$ cat src/rtl/microseq_pkg.sv
// -----------------------------------------------------------------------------
// microseq_pkg
//   Shared definitions for the microprogrammed control-unit sequencer:
//   control-state width, reset/fallback states, sequencing op encodings
//   (n_sel field of the microinstruction) and the bit positions inside the
//   cond_in vector delivered by the condition tester.
// -----------------------------------------------------------------------------
package microseq_pkg;

   // Width of a control-state address (microstore address).
   localparam int STATE_W = 7;

   // State loaded on reset, and the fetch state used as the fallback for
   // invalid dispatch, reserved op, stack underflow and wait timeout.
   localparam logic [STATE_W-1:0] RESET_STATE   = 7'd0;
   localparam logic [STATE_W-1:0] DEFAULT_STATE = 7'd1;

   // Sequencing op carried in the n_sel field.
   typedef enum logic [2:0] {
      OP_DISPATCH = 3'b000,
      OP_INCR     = 3'b001,
      OP_JUMP     = 3'b010,
      OP_BRANCH   = 3'b011,
      OP_WAIT     = 3'b100,
      OP_CALL     = 3'b101,
      OP_RETURN   = 3'b110,
      OP_RSVD     = 3'b111
   } seq_op_e;

   // Bit indices inside cond_in.
   localparam int COND_MOC  = 0;  // memory operation complete
   localparam int COND_Z    = 1;  // zero flag
   localparam int COND_N    = 2;  // negative flag
   localparam int COND_COND = 3;  // condition-tester result

   // Sequential successor of a control state; wraps at 2^STATE_W.
   function automatic logic [STATE_W-1:0] state_inc(input logic [STATE_W-1:0] s);
      return s + 1'b1;
   endfunction

endpackage

$ cat src/rtl/microseq_stack.sv
// -----------------------------------------------------------------------------
// microseq_stack
//   Return-address LIFO for microcode subroutine calls.
//
//   Ports:
//     clk        in   rising-edge clock
//     reset      in   asynchronous active-low reset (empties the stack)
//     push       in   write push_data on top, depth increments
//     pop        in   discard top entry, depth decrements
//     push_data  in   [W-1:0] value to push
//     top_data   out  [W-1:0] current top entry (valid when !empty)
//     full       out  depth == DEPTH
//     empty      out  depth == 0
//     depth      out  [DEPTH_W-1:0] number of occupied entries
//
//   The parent never pushes when full, never pops when empty, and never
//   asserts push and pop together; no protection is built in here.
// -----------------------------------------------------------------------------
module microseq_stack #(
   parameter  int DEPTH   = 4,
   parameter  int W       = 7,
   localparam int DEPTH_W = $clog2(DEPTH + 1)
) (
   input  logic               clk,
   input  logic               reset,
   input  logic               push,
   input  logic               pop,
   input  logic [W-1:0]       push_data,
   output logic [W-1:0]       top_data,
   output logic               full,
   output logic               empty,
   output logic [DEPTH_W-1:0] depth
);

   logic [W-1:0]       mem [DEPTH];
   logic [DEPTH_W-1:0] depth_q;

   // Entry storage carries no reset: contents above depth are don't-care.
   // Entry i is written when the stack currently holds exactly i entries.
   always_ff @(posedge clk) begin
      for (int i = 0; i < DEPTH; i++) begin
         if (push && (depth_q == DEPTH_W'(i))) begin
            mem[i] <= push_data;
         end
      end
   end

   always_ff @(posedge clk or negedge reset) begin
      if (!reset) begin
         depth_q <= '0;
      end else if (push) begin
         depth_q <= depth_q + 1'b1;
      end else if (pop) begin
         depth_q <= depth_q - 1'b1;
      end
   end

   // Top of stack is entry depth-1.
   always_comb begin
      top_data = '0;
      for (int i = 0; i < DEPTH; i++) begin
         if (depth_q == DEPTH_W'(i + 1)) begin
            top_data = mem[i];
         end
      end
   end

   assign full  = (depth_q == DEPTH_W'(DEPTH));
   assign empty = (depth_q == '0);
   assign depth = depth_q;

endmodule

$ cat src/rtl/microsequencer.sv
// -----------------------------------------------------------------------------
// microsequencer
//   Next-state sequencer of the microprogrammed control unit. Holds the
//   control-state register that addresses the (combinational) microstore and,
//   every cycle, selects the next state from the sequencing fields of the
//   current microinstruction: dispatch, increment, jump, conditional branch,
//   wait, call or return.
//
//   Ports:
//     clk          in   rising-edge clock
//     reset        in   asynchronous active-low reset
//     n_sel        in   [2:0] sequencing op (seq_op_e)
//     inv          in   invert the selected condition
//     cond_sel     in   [1:0] selects one bit of cond_in
//     cond_in      in   [3:0] {COND, N, Z, MOC}
//     cr           in   [STATE_W-1:0] jump/branch/call target
//     enc_state    in   [STATE_W-1:0] encoder dispatch target
//     enc_valid    in   encoder recognised the instruction
//     stall        in   freeze every register (state, stack, counter, flags)
//     state        out  [STATE_W-1:0] current control state
//     wait_active  out  current op is WAIT and its condition is false
//     stack_depth  out  [2:0] occupied return-stack entries
//     stack_err    out  sticky: call on full stack or return on empty stack
//     timeout      out  sticky: a WAIT reached its cycle limit
//
//   The n_sel/cr/cond fields belong to the current state, so the selected
//   next state appears one clock later. The state register is the sequencer's
//   only state machine and is exposed directly on the state output.
// -----------------------------------------------------------------------------
module microsequencer
   import microseq_pkg::*;
#(
   parameter int STACK_DEPTH = 4,
   parameter int WAIT_LIMIT  = 64
) (
   input  logic               clk,
   input  logic               reset,
   input  logic [2:0]         n_sel,
   input  logic               inv,
   input  logic [1:0]         cond_sel,
   input  logic [3:0]         cond_in,
   input  logic [STATE_W-1:0] cr,
   input  logic [STATE_W-1:0] enc_state,
   input  logic               enc_valid,
   input  logic               stall,
   output logic [STATE_W-1:0] state,
   output logic               wait_active,
   output logic [2:0]         stack_depth,
   output logic               stack_err,
   output logic               timeout
);

   localparam int CNT_W   = (WAIT_LIMIT > 2) ? $clog2(WAIT_LIMIT) : 1;
   localparam int DEPTH_W = $clog2(STACK_DEPTH + 1);

   // Registered state
   logic [STATE_W-1:0] state_q;
   logic [CNT_W-1:0]   wait_cnt_q;
   logic               stack_err_q;
   logic               timeout_q;

   // Combinational next-state decisions
   logic               t;
   logic [STATE_W-1:0] inc;
   logic [STATE_W-1:0] state_d;
   logic [CNT_W-1:0]   wait_cnt_d;
   logic               push_req;
   logic               pop_req;
   logic               set_stack_err;
   logic               set_timeout;

   // Stack interface
   logic [STATE_W-1:0] stk_top;
   logic               stk_full;
   logic               stk_empty;
   logic [DEPTH_W-1:0] stk_depth;

   assign t   = cond_in[cond_sel] ^ inv;
   assign inc = state_inc(state_q);

   // Next-state selection. The wait counter defaults to zero, so it clears on
   // every cycle that does not hold in WAIT.
   always_comb begin
      state_d       = state_q;
      wait_cnt_d    = '0;
      push_req      = 1'b0;
      pop_req       = 1'b0;
      set_stack_err = 1'b0;
      set_timeout   = 1'b0;

      case (n_sel)
         OP_DISPATCH: state_d = enc_valid ? enc_state : DEFAULT_STATE;
         OP_INCR:     state_d = inc;
         OP_JUMP:     state_d = cr;
         OP_BRANCH:   state_d = t ? cr : inc;
         OP_WAIT: begin
            if (t) begin
               state_d = inc;
            end else if (wait_cnt_q == CNT_W'(WAIT_LIMIT - 1)) begin
               // Waited too long: give up and go back to fetch.
               state_d     = DEFAULT_STATE;
               set_timeout = 1'b1;
            end else begin
               state_d    = state_q;
               wait_cnt_d = wait_cnt_q + 1'b1;
            end
         end
         OP_CALL: begin
            // The jump happens even when the return address cannot be saved.
            state_d = cr;
            if (stk_full) begin
               set_stack_err = 1'b1;
            end else begin
               push_req = 1'b1;
            end
         end
         OP_RETURN: begin
            if (stk_empty) begin
               state_d       = DEFAULT_STATE;
               set_stack_err = 1'b1;
            end else begin
               state_d = stk_top;
               pop_req = 1'b1;
            end
         end
         default: state_d = DEFAULT_STATE;  // reserved op
      endcase
   end

   // stall freezes every register, so it simply gates all updates.
   always_ff @(posedge clk or negedge reset) begin
      if (!reset) begin
         state_q     <= RESET_STATE;
         wait_cnt_q  <= '0;
         stack_err_q <= 1'b0;
         timeout_q   <= 1'b0;
      end else if (!stall) begin
         state_q     <= state_d;
         wait_cnt_q  <= wait_cnt_d;
         stack_err_q <= stack_err_q | set_stack_err;
         timeout_q   <= timeout_q | set_timeout;
      end
   end

   microseq_stack #(
      .DEPTH (STACK_DEPTH),
      .W     (STATE_W)
   ) u_stack (
      .clk       (clk),
      .reset     (reset),
      .push      (push_req && !stall),
      .pop       (pop_req && !stall),
      .push_data (inc),
      .top_data  (stk_top),
      .full      (stk_full),
      .empty     (stk_empty),
      .depth     (stk_depth)
   );

   // Combinational and deliberately not gated by stall.
   assign wait_active = (n_sel == OP_WAIT) && !t;

   assign state       = state_q;
   assign stack_depth = 3'(stk_depth);
   assign stack_err   = stack_err_q;
   assign timeout     = timeout_q;

endmodule

$ cat config.mk
export PLATFORM = sky130hd
export DESIGN_NAME = microsequencer
export DESIGN_NICKNAME = d
export VERILOG_FILES = /design/src/rtl/microseq_pkg.sv /design/src/rtl/microseq_stack.sv /design/src/rtl/microsequencer.sv
export SDC_FILE = /design/constraint.sdc
export NUM_CORES = 1
export LEC_CHECK = 0
export BUFFER_PORTS_ARGS = -buffer_cell sky130_fd_sc_hd__buf_4
export CAP_MARGIN = 15
export CORE_ASPECT_RATIO = 0.6
export CORE_UTILIZATION = 40
export CTS_BUF_LIST = sky130_fd_sc_hd__clkbuf_8
export DETAILED_ROUTE_END_ITERATION = 10
export HOLD_SLACK_MARGIN = 0.03
export PLACE_DENSITY = 0.61
export SETUP_SLACK_MARGIN = 0.05
export SYNTH_ARGS = -nofsm -noshare
export SYNTH_HDL_FRONTEND = slang
export SYNTH_SLANG_ARGS = --single-unit
$ cat constraint.sdc
create_clock -name clk -period 2.5 [get_ports clk]
set_input_delay 0.125 -clock clk [delete_from_list [all_inputs] [get_ports clk]]
set_output_delay 0.125 -clock clk [all_outputs]
set_load 0.1 [all_outputs]
# After elaboration in Yosys (flattened, before gate mapping)

Memories as Yosys holds them, arrays and structs flattened.
Index checks and enable logic that the tools add are counted.

Input port bits: 28
Memory bits (writable): 28
ROM bits: 0
Latch bits: 0
Memories: 1
Bits in registers: 18

Bitwise gates (word level): 4
Magnitude comparators: 1
Div/mod/pow operators: 0
Equality and inequality tests: 12
Shift-type cells: 0
Mux-type cells: 44
Reductions and logical operators: 17
Multipliers: 0
Add/sub/neg operators: 4

Memories:

| name        | depth | bits a word | rd ports | clocked after memory_dff | write ports | line                 | text |
|---|---|---|---|---|---|---|---|
| u_stack.mem | 4     | 7           | 4        | 0                        | 1           | microseq_stack.sv:35 | `logic [W-1:0] mem [DEPTH];` |

Operators with widths:

| kind                | count |
|---|---|
| $mux 7              | 12 |
| $pmux 7 s6          | 1 |
| $mux 1              | 21 |
| $reduce_or 7->1     | 3 |
| $mux 6              | 3 |
| $eq 3x2->1 const B  | 4 |
| $eq 3x3->1 const B  | 4 |
| $add 7x1->7 const B | 1 |
| $logic_and 1x1->1   | 7 |
| $add 6x1->6 const B | 1 |
| $eq 3x1->1 const B  | 2 |
| $eq 6x6->1 const B  | 1 |
| $logic_not 3->1     | 2 |
| $mux 2              | 3 |
| $mux 3              | 2 |
| $add 3x1->3 const B | 1 |
| $lt 2x3->1 const B  | 1 |
| $ne 3x3->1 const B  | 1 |
| $sub 3x1->3 const B | 1 |
| $bmux 1 s2          | 1 |
| $logic_not 1->1     | 2 |
| $or 1x1->1          | 2 |
| $pmux 1 s2          | 1 |
| $reduce_and 2->1    | 1 |
| other kinds (4)     | 4 |

# Depth between registers and ports, before layout

Gate-level depths: netlist (run 1).

Depth after elaboration: 11
Depth in mapped cells: 9

# Modules after synthesis

A second synthesis (run 1) with hierarchy kept.

Cell total of the unflattened synthesis: 227
Area, all modules: 2507.4 um2

By module, submodules not included:

| module         | area each (um2) | cells an instance | times used |
|---|---|---|---|
| microseq_stack | 1296.2          | 88                | 1 |
| microsequencer | 1211.2          | 139               | 1 |

# Least setup slack after synthesis (run 1)

No wires, ideal clock.

Path kind: reg2reg
Start: reg u_stack.depth_q[2] (netlist: u_stack.depth[2])
End: reg state_q[1] (netlist: state[1])
Library setup time: 87 ps
Data arrival time: 2828 ps
Slack: -415 ps
Required time: 2413 ps
Cell stages (with the launch flop): 10
Buffers on the path: 2
Cells stage by stage: dfrtp_1 > clkbuf_1 > inv_1 > ha_1 > clkbuf_8 > nor3b_1 > a222oi_1 > a221oi_1 > a211oi_2 > o211ai_1

Word-level cells in the longest chain between the ends: 7

Ends and longest elaborated chain:

| element                | line                  | text |
|---|---|---|
| start, declared        | microseq_stack.sv:36  | `logic [DEPTH_W-1:0] depth_q;` |
| start signal, assigned | microseq_stack.sv:52  | `depth_q <= depth_q + 1'b1;` |
| start signal, assigned | microseq_stack.sv:54  | `depth_q <= depth_q - 1'b1;` |
| $eq 3x1->1             | microseq_stack.sv:62  | `if (depth_q == DEPTH_W'(i + 1)) begin` |
| $mux 7 (4 in series)   | microseq_stack.sv:62  |  |
| $mux 7 *               | microsequencer.sv:118 | `if (stk_empty) begin` |
| $pmux 7 s6 *           | microsequencer.sv:91  | `case (n_sel)` |
| end signal, assigned   | microsequencer.sv:138 | `state_q <= state_d;` |
| end, declared          | microsequencer.sv:57  | `logic [STATE_W-1:0] state_q;` |

Mark *: on every way between the ends. The rest lies on a longest branch, timed or not.
A chain may end at the register's enable or synchronous reset.

# Worst setup path after layout (run 1)

Start: reg u_stack.depth_q[0] (netlist: u_stack.depth[0])
End: reg state_q[6] (netlist: state[6])

Same word-level chain as after synthesis.

==> results.toml, run 1 <==
[min_path]
min_path_type = "in -> reg"

[sta]
setup_viol = 0
finalCritPeriodShare_pct = 90.35
fmax_mhz = 442.7
hold_viol_final = 0
relSlewSlack_pct = 24.65
maxSlewViolCount = 0
fin_tns_setup_ns = 0
period_minus_slack_ns = 2.259
rsz0062_at_grt = "no"
clock_skew_ns = 0.006305
tightest_slew_ns = 1.122

[synthesis]
synth_seq_cells = 46
synth_fp_nets = 257
synth_area_leaders = "edfxtp_1, dfrtp_1, a221oi_1"
netlist.area_leader.share_pct = 33.43
ys_seq_area_share_pct = 51.34
async_flop_share_pct = 39.13
synth_most_common_cell = "edfxtp_1"
synth_ff_type = "edfxtp_1"
synth_cell_types = 54
syn-cell-area_um2 = 2515
postSynthAreaPerCell_um2 = 11.38
synth_cells = 221
yosys.area.top_type = "edfxtp_1"
synth_common_cells = "edfxtp_1, nand2_1, dfrtp_1"
synth_edf_count = 28
yosysWarnings = 0

[clocking]
cts_resized = 0
cts_buffers = 5
cts_tree = "done"
cts.sinks = 46
clk_latency_ns = 0.30
path_clk_slew_ns = 0.09
cts_setup_buffers = 0
h-tree-depth = 2
cts_hold_buf = 1
clockRootBuffer = "clkbuf_8"
cts_buffer_depth = 2

[floorplanning]
io_pins = 41
core_area_um2 = 5807
placementRows = 21
dieArea_um2 = 6619
dieWidth_um = 104.4
die_y_um = 63.42
initial_utilization_pct = 43.31

[detailed_routing]
post_drt_wl_per_cell_um = 17.44
drcViolationCount = 0
vias = 1995
postRouteAntennaNets = 0
viasPerCell = 5.766
first_pass_iters = 5
drt-initial-drc-count = 176
totalWireLength_um = 6034

[critical_path]
path_depth = 7
crit_chain = "ha_1 > ha_1 > nor3b_2 > a222oi_1 > a221oi_1 > a221oi_1 > o221ai_1"
worstPathMaxFanout = 6
rr_endpoint = "state[6]$_DFFE_PN0P_"
crit_start = "u_stack.depth[0]$_DFFE_PN0P_"
path_buf_inv = 0
cp.arrival_ns = 2.48
critical_path_class = "reg -> reg"
cp-start-kind = "register"
cp-endpoint = "state[6]$_DFFE_PN0P_"
slowest_delay_ns = 0.44
cp_slowest_cell = "dfrtp_2"
r2r_start = "u_stack.depth[0]$_DFFE_PN0P_"
endpoint_kind = "register"
cp_top_family = "compound AO/OA/AOI/OAI gates"
ff2ff_setup_slack_ns = 0.24
reg2reg_depth = 7
critPathRequiredTime_ns = 2.72

[place]
portBuffers = 40
hpwlAfterDp_um = 4463
placed_area_um2 = 2883
gp_congestion = 0.8286

[global_route]
grt_max_degree = 19
grt_overflow = 0
grt_pass1_vias = 1737
track_usage_pct = 19.37
grt_pass1_wl_um = 9584
antenna_found_initial = 0

[cells_and_area]
area.growth.synth_to_final_pct = 19.35
diodes = 0
final_area_um2 = 3002
final_nets = 301
drive_gt1_share_pct = 26.32

[flow_run]
cap_violations = 0

[power]
power_leakage_nw = 1.240
powerDensity_nw_per_um2 = 934.5
peakVddDrop_mv = 0.6374

[status]
status = "complete, no violations"
==> cells in the final DEF, fill, tap and decap left out, types with 3 or more instances in the layout <==
| master | count |
|---|---|
| o21ai_0 | 6 |
| a222oi_1 | 4 |
| dfrtp_1 | 15 |
| a21o_1 | 3 |
| nor3_1 | 5 |
| nand3_1 | 7 |
| nor2_1 | 8 |
| a32oi_1 | 3 |
| inv_1 | 11 |
| clkbuf_8 | 5 |
| edfxtp_1 | 28 |
| and3_1 | 4 |
| and2_1 | 4 |
| ha_1 | 8 |
| nand2_1 | 27 |
| a21oi_1 | 7 |
| xnor2_1 | 5 |
| xor2_1 | 4 |
| a221oi_1 | 13 |
| o221ai_1 | 4 |
| nand3b_1 | 3 |
| a211oi_1 | 3 |
| buf_4 | 46 |
==> how the worst min path moves through the flow <==
stage,startpoint,endpoint,cells past startpoint
after detailed placement,reset,u_stack.depth[0]$_DFFE_PN0P_,1
after global routing,cr[4],state[4]$_DFFE_PN0P_,3
after global placement,reset,u_stack.depth[0]$_DFFE_PN0P_,1
after CTS,cr[6],state[6]$_DFFE_PN0P_,3
after floorplan,reset,stack_err$_DFFE_PN0N_,0
final,cr[6],state[6]$_DFFE_PN0P_,3
==> kinds of logic after synthesis <==
| kind of cell | share of synthesized area [%] |
|---|---|
| simple gates | 14.92 |
| compound gates | 18.11 |
| flops | 51.34 |
| buf+inv | 5.174 |
| xor+xnor | 3.781 |
| fa+ha+maj | 3.980 |
| mux | 2.686 |
==> power by group <==
part / switching [mW] / internal, mW / total [mW]
registers: 0.0680 / 0.916 / 0.984
logic: 0.899 / 0.373 / 1.27
clock network: 0.254 / 0.294 / 0.549
==> metal layers <==
layer  share of wire (%)  global-route usage [%]  vias to the layer above
met5                   0                       0                        -
met2                  37                   23.51                       98
li1                    -                       -                      939
met4                0.83                   5.536                        0
met3                 9.0                   4.451                        5
met1                  53                   32.32                      953
==> final cells by class <==
type                            instances  area, um^2
Fill cell                             531        2805
Inverter                               11       41.29
Tap cell                               80       100.1
Timing Repair Buffer                   47       355.3
Clock buffer                            5       68.82
Clock inverter                          3       40.04
Sequential cell                        46        1297
Multi-Input combinational cell        154        1099
==> worst reg2reg max path: cells and delay by family, from the launching register on <==
family / cells / cell delay (ns)
flops: 1 / 0.44
fa+ha+maj: 2 / 0.50
simple gates: 1 / 0.35
compound gates: 4 / 0.90
==> flip-flops by register name, summed over array words and instances (netlist names) <==
signal,cells
stack_err,1
state,7
timeout,1
u_stack.depth,3
u_stack.mem,28
wait_cnt_q,6
==> per-stage QoR <==
| stage | util (%) | power, mW | cells | hold slack, ns | setup WS [ns] |
|---|---|---|---|---|---|
| 2_1_floorplan | - | 1.952 | 221 | -0.1706 | 0.1678 |
| 3_3_place_gp | 49.64 | 2.253 | 337 | 0.01908 | 0.3112 |
| 3_5_place_dp | 49.64 | 2.264 | 337 | 0.02162 | 0.2360 |
| 4_1_cts | 51.69 | 2.811 | 346 | 0.1304 | 0.2208 |
| 5_1_grt | 51.69 | 2.931 | 346 | 0.1362 | 0.09634 |
| 6_report | 51.69 | 2.805 | 346 | 0.1311 | 0.2413 |
Note: power is estimated with default switching activity, not from simulation.
==> run 2, diff against run 1 <==
--- a/config.mk
+++ b/config.mk
@@ -5,6 +5,7 @@
 export SDC_FILE = /design/constraint.sdc
 export NUM_CORES = 1
 export LEC_CHECK = 0
+export ABC_AREA = 1
 export BUFFER_PORTS_ARGS = -buffer_cell sky130_fd_sc_hd__buf_4
 export CAP_MARGIN = 15
 export CORE_ASPECT_RATIO = 0.6
@@ -14,6 +15,7 @@
 export HOLD_SLACK_MARGIN = 0.03
 export PLACE_DENSITY = 0.61
 export SETUP_SLACK_MARGIN = 0.05
+export SLEW_MARGIN = 10
 export SYNTH_ARGS = -nofsm -noshare
 export SYNTH_HDL_FRONTEND = slang
 export SYNTH_SLANG_ARGS = --single-unit
==> constraint.sdc (replaced) <==
create_clock -name clk -period 2.5 [get_ports clk]
set_input_delay 0.125 -clock clk [delete_from_list [all_inputs] [get_ports clk]]
set_output_delay 0.125 -clock clk [all_outputs]
set_load 0.02 [all_outputs]
==> run 2 against run 1 <==
Via count rose by 9.9%; sequential share of layout area decreased by 2.8 points; global-route usage up 0.61 points; critical path depth rose by 1; synthesized area increased by 5.0%; critical endpoint is now u_stack.mem[2][4]$_DFFE_PP_; largest cell class unchanged.
==> results.toml, run 2 <==
[global_route]
grt_max_degree = 19
grt_overflow = 0
track_usage_pct = 19.98
grt_pass1_wl_um = 10320
grt_pass1_vias = 2019
antenna_found_initial = 0

[synthesis]
netlist.area_leader.share_pct = 31.85
synth_edf_count = 28
synth_ff_type = "edfxtp_1"
synth_most_common_cell = "nand2_1"
synth_area_leaders = "edfxtp_1, dfrtp_1, nand2_1"
synth_cells = 319
async_flop_share_pct = 39.13
postSynthAreaPerCell_um2 = 8.276
synth_common_cells = "nand2_1, nor2_1, nand3_1"
syn-cell-area_um2 = 2640
synth_fp_nets = 355
synth_cell_types = 30
ys_seq_area_share_pct = 48.91
yosysWarnings = 0
yosys.area.top_type = "edfxtp_1"
synth_seq_cells = 46

[flow_run]
cap_violations = 0

[sta]
relSlewSlack_pct = 60.62
period_minus_slack_ns = 2.136
setup_viol = 0
rsz0062_at_grt = "no"
maxSlewViolCount = 0
fmax_mhz = 468.2
fin_tns_setup_ns = 0
hold_viol_final = 0
tightest_slew_ns = 0.5887
finalCritPeriodShare_pct = 85.43
clock_skew_ns = 0.005597
fin_ws_ns = 0.3643

[clocking]
path_clk_slew_ns = 0.09
clockRootBuffer = "clkbuf_8"
cts_tree = "done"
h-tree-depth = 2
cts_buffer_depth = 2
cts_buffers = 5
clk_latency_ns = 0.30
cts.sinks = 46
cts_resized = 0

[critical_path]
cp-start-kind = "register"
critical_path_class = "reg -> reg"
r2r_start = "u_stack.depth[0]$_DFFE_PN0P_"
endpoint_kind = "register"
crit_start = "u_stack.depth[0]$_DFFE_PN0P_"
rr_endpoint = "u_stack.mem[2][4]$_DFFE_PP_"
cp.arrival_ns = 2.15
critPathRequiredTime_ns = 2.52
reg2reg_depth = 8
cp-endpoint = "u_stack.mem[2][4]$_DFFE_PP_"
ff2ff_setup_slack_ns = 0.36
worstPathMaxFanout = 9

[cells_and_area]
drive_gt1_share_pct = 23.32
final_nets = 408
diodes = 0
area.growth.synth_to_final_pct = 20.95
regMostFlops = "u_stack.mem"
final_cell_mix = "nand2_1, buf_4, nor2_1, nand3_1"
largest_register_ff_count = 28
final_area_um2 = 3193
final_common_cell = "nand2_1"

[detailed_routing]
drt-initial-drc-count = 166
postRouteAntennaNets = 0
drcViolationCount = 0
vias = 2192
post_drt_wl_per_cell_um = 13.76
viasPerCell = 4.796
first_pass_iters = 5
totalWireLength_um = 6290

[floorplanning]
dieArea_um2 = 6940
die_y_um = 64.93
core_area_um2 = 6248
initial_utilization_pct = 42.25
dieWidth_um = 106.9
io_pins = 41
placementRows = 22

[min_path]
min_path_type = "in -> reg"

[place]
placed_area_um2 = 3085
gp_congestion = 0.8538
portBuffers = 40
dp_slack_ns = 0.3921
hpwlAfterDp_um = 5043

[power]
powerDensity_nw_per_um2 = 772.5
peakVddDrop_mv = 0.4110
power_leakage_nw = 1.571

[status]
status = "complete, no violations"
-- run 2: worst max-delay path: stages, from the launching register on --
cell,delay (ns)
dfrtp_1,0.44
inv_1,0.11
ha_1,0.30
nand2_2,0.18
inv_1,0.11
nor2_2,0.19
nand2_2,0.17
nor2_1,0.15
buf_4,0.18
-- run 2: worst min-delay path by stage --
stage,startpoint,end,slack [ns],depth (start not counted)
2_1_floorplan,reset,stack_err$_DFFE_PN0N_,-0.17,0
3_3_place_gp,reset,u_stack.depth[2]$_DFFE_PN0P_,0.008,1
3_5_place_dp,reset,timeout$_DFFE_PN0N_,0.01,1
4_1_cts,stall,timeout$_DFFE_PN0N_,0.07,2
5_1_grt,stall,timeout$_DFFE_PN0N_,0.08,2
6_report,stall,timeout$_DFFE_PN0N_,0.08,2
-- run 2: kinds of logic (layout without fill, tap and decap cells) --
group	after synthesis	after routing	share of synthesized area (%)
compound gates	26	26	6.209
xor+xnor	8	8	2.654
fa+ha+maj	8	8	3.792
buf+inv	40	94	5.829
flops	46	46	48.91
simple gates	191	191	32.61
-- run 2: cell type report --
type	count	area, um^2
fillers	599	3055
flip-flops and latches	46	1291
multi-input cells	233	1195
repair buffers	47	355.3
inverters	39	148.9
well taps	84	105.1
clock buffers	5	68.82
clock inverters	3	28.78
-- run 2: timing repair --
item                                   in CTS  in global routing
buffers inserted                            0                  0
hold buffers                                1                  0
endpoints found under the hold margin      18                  0
-- run 2: where the power goes --
part | leakage [nW] | switching [mW] | internal (mW)
clock network | 0.0506 | 0.278 | 0.209
registers | 0.484 | 0.0865 | 0.911
logic | 1.04 | 0.620 | 0.362
total | 1.57 | 0.985 | 1.48
-- run 2: metal layers --
layer,part of all wire (%),track usage [%]
met1,54,32.08
met2,38,26.94
met3,7.6,4.225
met4,0.25,3.767
met5,0,0
-- run 2: per-stage QoR --
| step | instances | hold slack, ns | utilization [%] | power, mW |
|---|---|---|---|---|
| after floorplan | 319 | -0.1706 | - | 1.648 |
| after global placement | 448 | 0.008296 | 49.38 | 1.986 |
| after detailed placement | 448 | 0.009979 | 49.38 | 1.989 |
| after CTS | 457 | 0.06727 | 51.10 | 2.485 |
| after global routing | 457 | 0.07730 | 51.10 | 2.646 |
| final | 457 | 0.08284 | 51.10 | 2.467 |
==> run 3, diff against run 2 <==
--- a/config.mk
+++ b/config.mk
@@ -13,7 +13,7 @@
 export CTS_BUF_LIST = sky130_fd_sc_hd__clkbuf_8
 export DETAILED_ROUTE_END_ITERATION = 10
 export HOLD_SLACK_MARGIN = 0.03
-export PLACE_DENSITY = 0.61
+export PLACE_DENSITY_LB_ADDON = 0.15
 export SETUP_SLACK_MARGIN = 0.05
 export SLEW_MARGIN = 10
 export SYNTH_ARGS = -nofsm -noshare
==> run 3 against run 2 <==
Count of clock-buffer cells in the layout stayed put; utilization did not move; sequential cell count is the same; sequential power hardly changed; non-clock buffer count stayed put; hold slack lost 0.011 ns; global-route usage up 0.80 points; via count rose by 1.5%; worst setup slack lost 0.026 ns; critical path depth stayed put; design area is the same; fmax is 1.2% lower; critical endpoint is now u_stack.mem[2][2]$_DFFE_PP_; largest cell class unchanged.
==> results.toml, run 3 (synthesized netlist as in run 2, its figures left out) <==
[global_route]
grt_overflow = 0
grt_max_degree = 19
grt_pass1_wl_um = 10690
antenna_found_initial = 0
track_usage_pct = 20.78
grt_pass1_vias = 2118

[clocking]
cts_setup_buffers = 0
h-tree-depth = 2
cts_hold_buf = 1
clk_latency_ns = 0.31
cts_tree = "done"
cts_buffer_depth = 2
clockRootBuffer = "clkbuf_8"
cts_buffers = 5
cts.sinks = 46
cts_resized = 0
path_clk_slew_ns = 0.10

[sta]
hold_viol_final = 0
setup_viol = 0
clock_skew_ns = 0.005564
relSlewSlack_pct = 63.51
finalCritPeriodShare_pct = 86.46
fin_tns_setup_ns = 0
period_minus_slack_ns = 2.162
maxSlewViolCount = 0
rsz0062_at_grt = "no"
tightest_slew_ns = 0.5455
fmax_mhz = 462.6
holdWs_ns = 0.07207

[cells_and_area]
final_nets = 408
final_common_cell = "nand2_1"
multi_input_area_um2 = 1195
largest_register_ff_count = 28
fill_cells = 619
final_cell_mix = "nand2_1, buf_4, nor2_1, nand3_1"
drive_gt1_share_pct = 23.32
post-route-util_pct = 51.10
area.growth.synth_to_final_pct = 20.95
diodes = 0
regMostFlops = "u_stack.mem"
regArea_um2 = 1291

[critical_path]
cp_slowest_cell = "dfrtp_1"
r2r_start = "u_stack.depth[0]$_DFFE_PN0P_"
cp-start-kind = "register"
worstPathMaxFanout = 9
path_buf_inv = 3
crit_chain = "inv_1 > ha_1 > nand2_2 > inv_1 > nor2_2 > nand2_2 > nor2_1 > buf_4"
critical_path_class = "reg -> reg"
cp.arrival_ns = 2.19
slowest_delay_ns = 0.45
endpoint_kind = "register"
reg2reg_depth = 8
rr_endpoint = "u_stack.mem[2][2]$_DFFE_PP_"
critPathRequiredTime_ns = 2.53
cp_top_family = "simple AND/OR/NAND/NOR gates"
ff2ff_setup_slack_ns = 0.34

[floorplanning]
die_y_um = 64.93
core_area_um2 = 6248
io_pins = 41
dieArea_um2 = 6940
placementRows = 22
initial_utilization_pct = 42.25
dieWidth_um = 106.9

[detailed_routing]
post_drt_wl_per_cell_um = 14.43
drcViolationCount = 0
first_pass_iters = 5
postRouteAntennaNets = 0
drt-initial-drc-count = 178
vias = 2224
viasPerCell = 4.867
totalWireLength_um = 6594

[power]
power_leakage_nw = 1.571
powerDensity_nw_per_um2 = 779.1
peakVddDrop_mv = 0.4189

[place]
gp_congestion = 0.8555
hpwlAfterDp_um = 5259
portBuffers = 40

[min_path]
hp-start = "stall"
min_path_type = "in -> reg"
whs_path_depth = 2
hold_end = "timeout$_DFFE_PN0N_"

[status]
status = "complete, no violations"

[flow_run]
cap_violations = 0
-- run 3: cell counts in the layout (fill, tap and decap cells not counted) --
No cell type changed its count.
-- run 3: worst reg2reg max path, cell delays in order (launching register included) --
cell and delay [ns]:
dfrtp_1 0.45, inv_1 0.11, ha_1 0.30, nand2_2 0.19, inv_1 0.13, nor2_2 0.21
nand2_2 0.17, nor2_1 0.15, buf_4 0.18
-- run 3: where the power goes --
part | switching [mW] | internal (mW) | leakage, nW | total, mW
clock network | 0.299 | 0.210 | 0.0506 | 0.509
registers | 0.0872 | 0.911 | 0.484 | 0.998
logic | 0.619 | 0.362 | 1.04 | 0.981
total | 1.00 | 1.48 | 1.57 | 2.49
-- run 3: cell type report --
class                           count  share of cell area, %
Clock buffer                        5                  2.155
Clock inverter                      3                 0.9013
Inverter                           39                  4.663
Multi-Input combinational cell    233                  37.42
Sequential cell                    46                  40.44
Tap cell                           84                  3.292
Timing Repair Buffer               47                  11.13
-- run 3: per-layer routing --
metal | share of wire [%] | vias to the layer above | global-route usage [%]
met5 | 0 | - | 0
met4 | 0.67 | 0 | 3.082
met3 | 6.9 | 4 | 4.225
met2 | 38 | 74 | 28.79
met1 | 55 | 1007 | 33.06
li1 | - | 1139 | -
-- run 3: worst max-delay path by stage --
stage | endpoint | cells after the start | startpoint | slack [ns]
2_1_floorplan | u_stack.mem[3][0]$_DFFE_PP_ | 7 | u_stack.depth[0]$_DFFE_PN0P_ | 0.37
3_3_place_gp | state[6]$_DFFE_PN0P_ | 8 | state[0]$_DFFE_PN0P_ | 0.50
3_5_place_dp | u_stack.mem[2][6]$_DFFE_PP_ | 8 | u_stack.depth[0]$_DFFE_PN0P_ | 0.38
4_1_cts | u_stack.mem[2][0]$_DFFE_PP_ | 8 | u_stack.depth[0]$_DFFE_PN0P_ | 0.37
5_1_grt | u_stack.mem[0][3]$_DFFE_PP_ | 8 | u_stack.depth[0]$_DFFE_PN0P_ | 0.17
6_report | u_stack.mem[2][2]$_DFFE_PP_ | 8 | u_stack.depth[0]$_DFFE_PN0P_ | 0.34
-- run 3: metrics by stage --
| stage | cells | power (mW) | setup slack, ns | cell area, um^2 |
|---|---|---|---|---|
| 6_report | 457 | 2.488 | 0.3384 | 3193 |
| 5_1_grt | 457 | 2.674 | 0.1658 | 3193 |
| 4_1_cts | 457 | 2.496 | 0.3652 | 3193 |
| 3_5_place_dp | 448 | 1.991 | 0.3786 | 3085 |
| 3_3_place_gp | 448 | 1.989 | 0.5020 | 3085 |
| 2_1_floorplan | 319 | 1.648 | 0.3748 | 2640 |
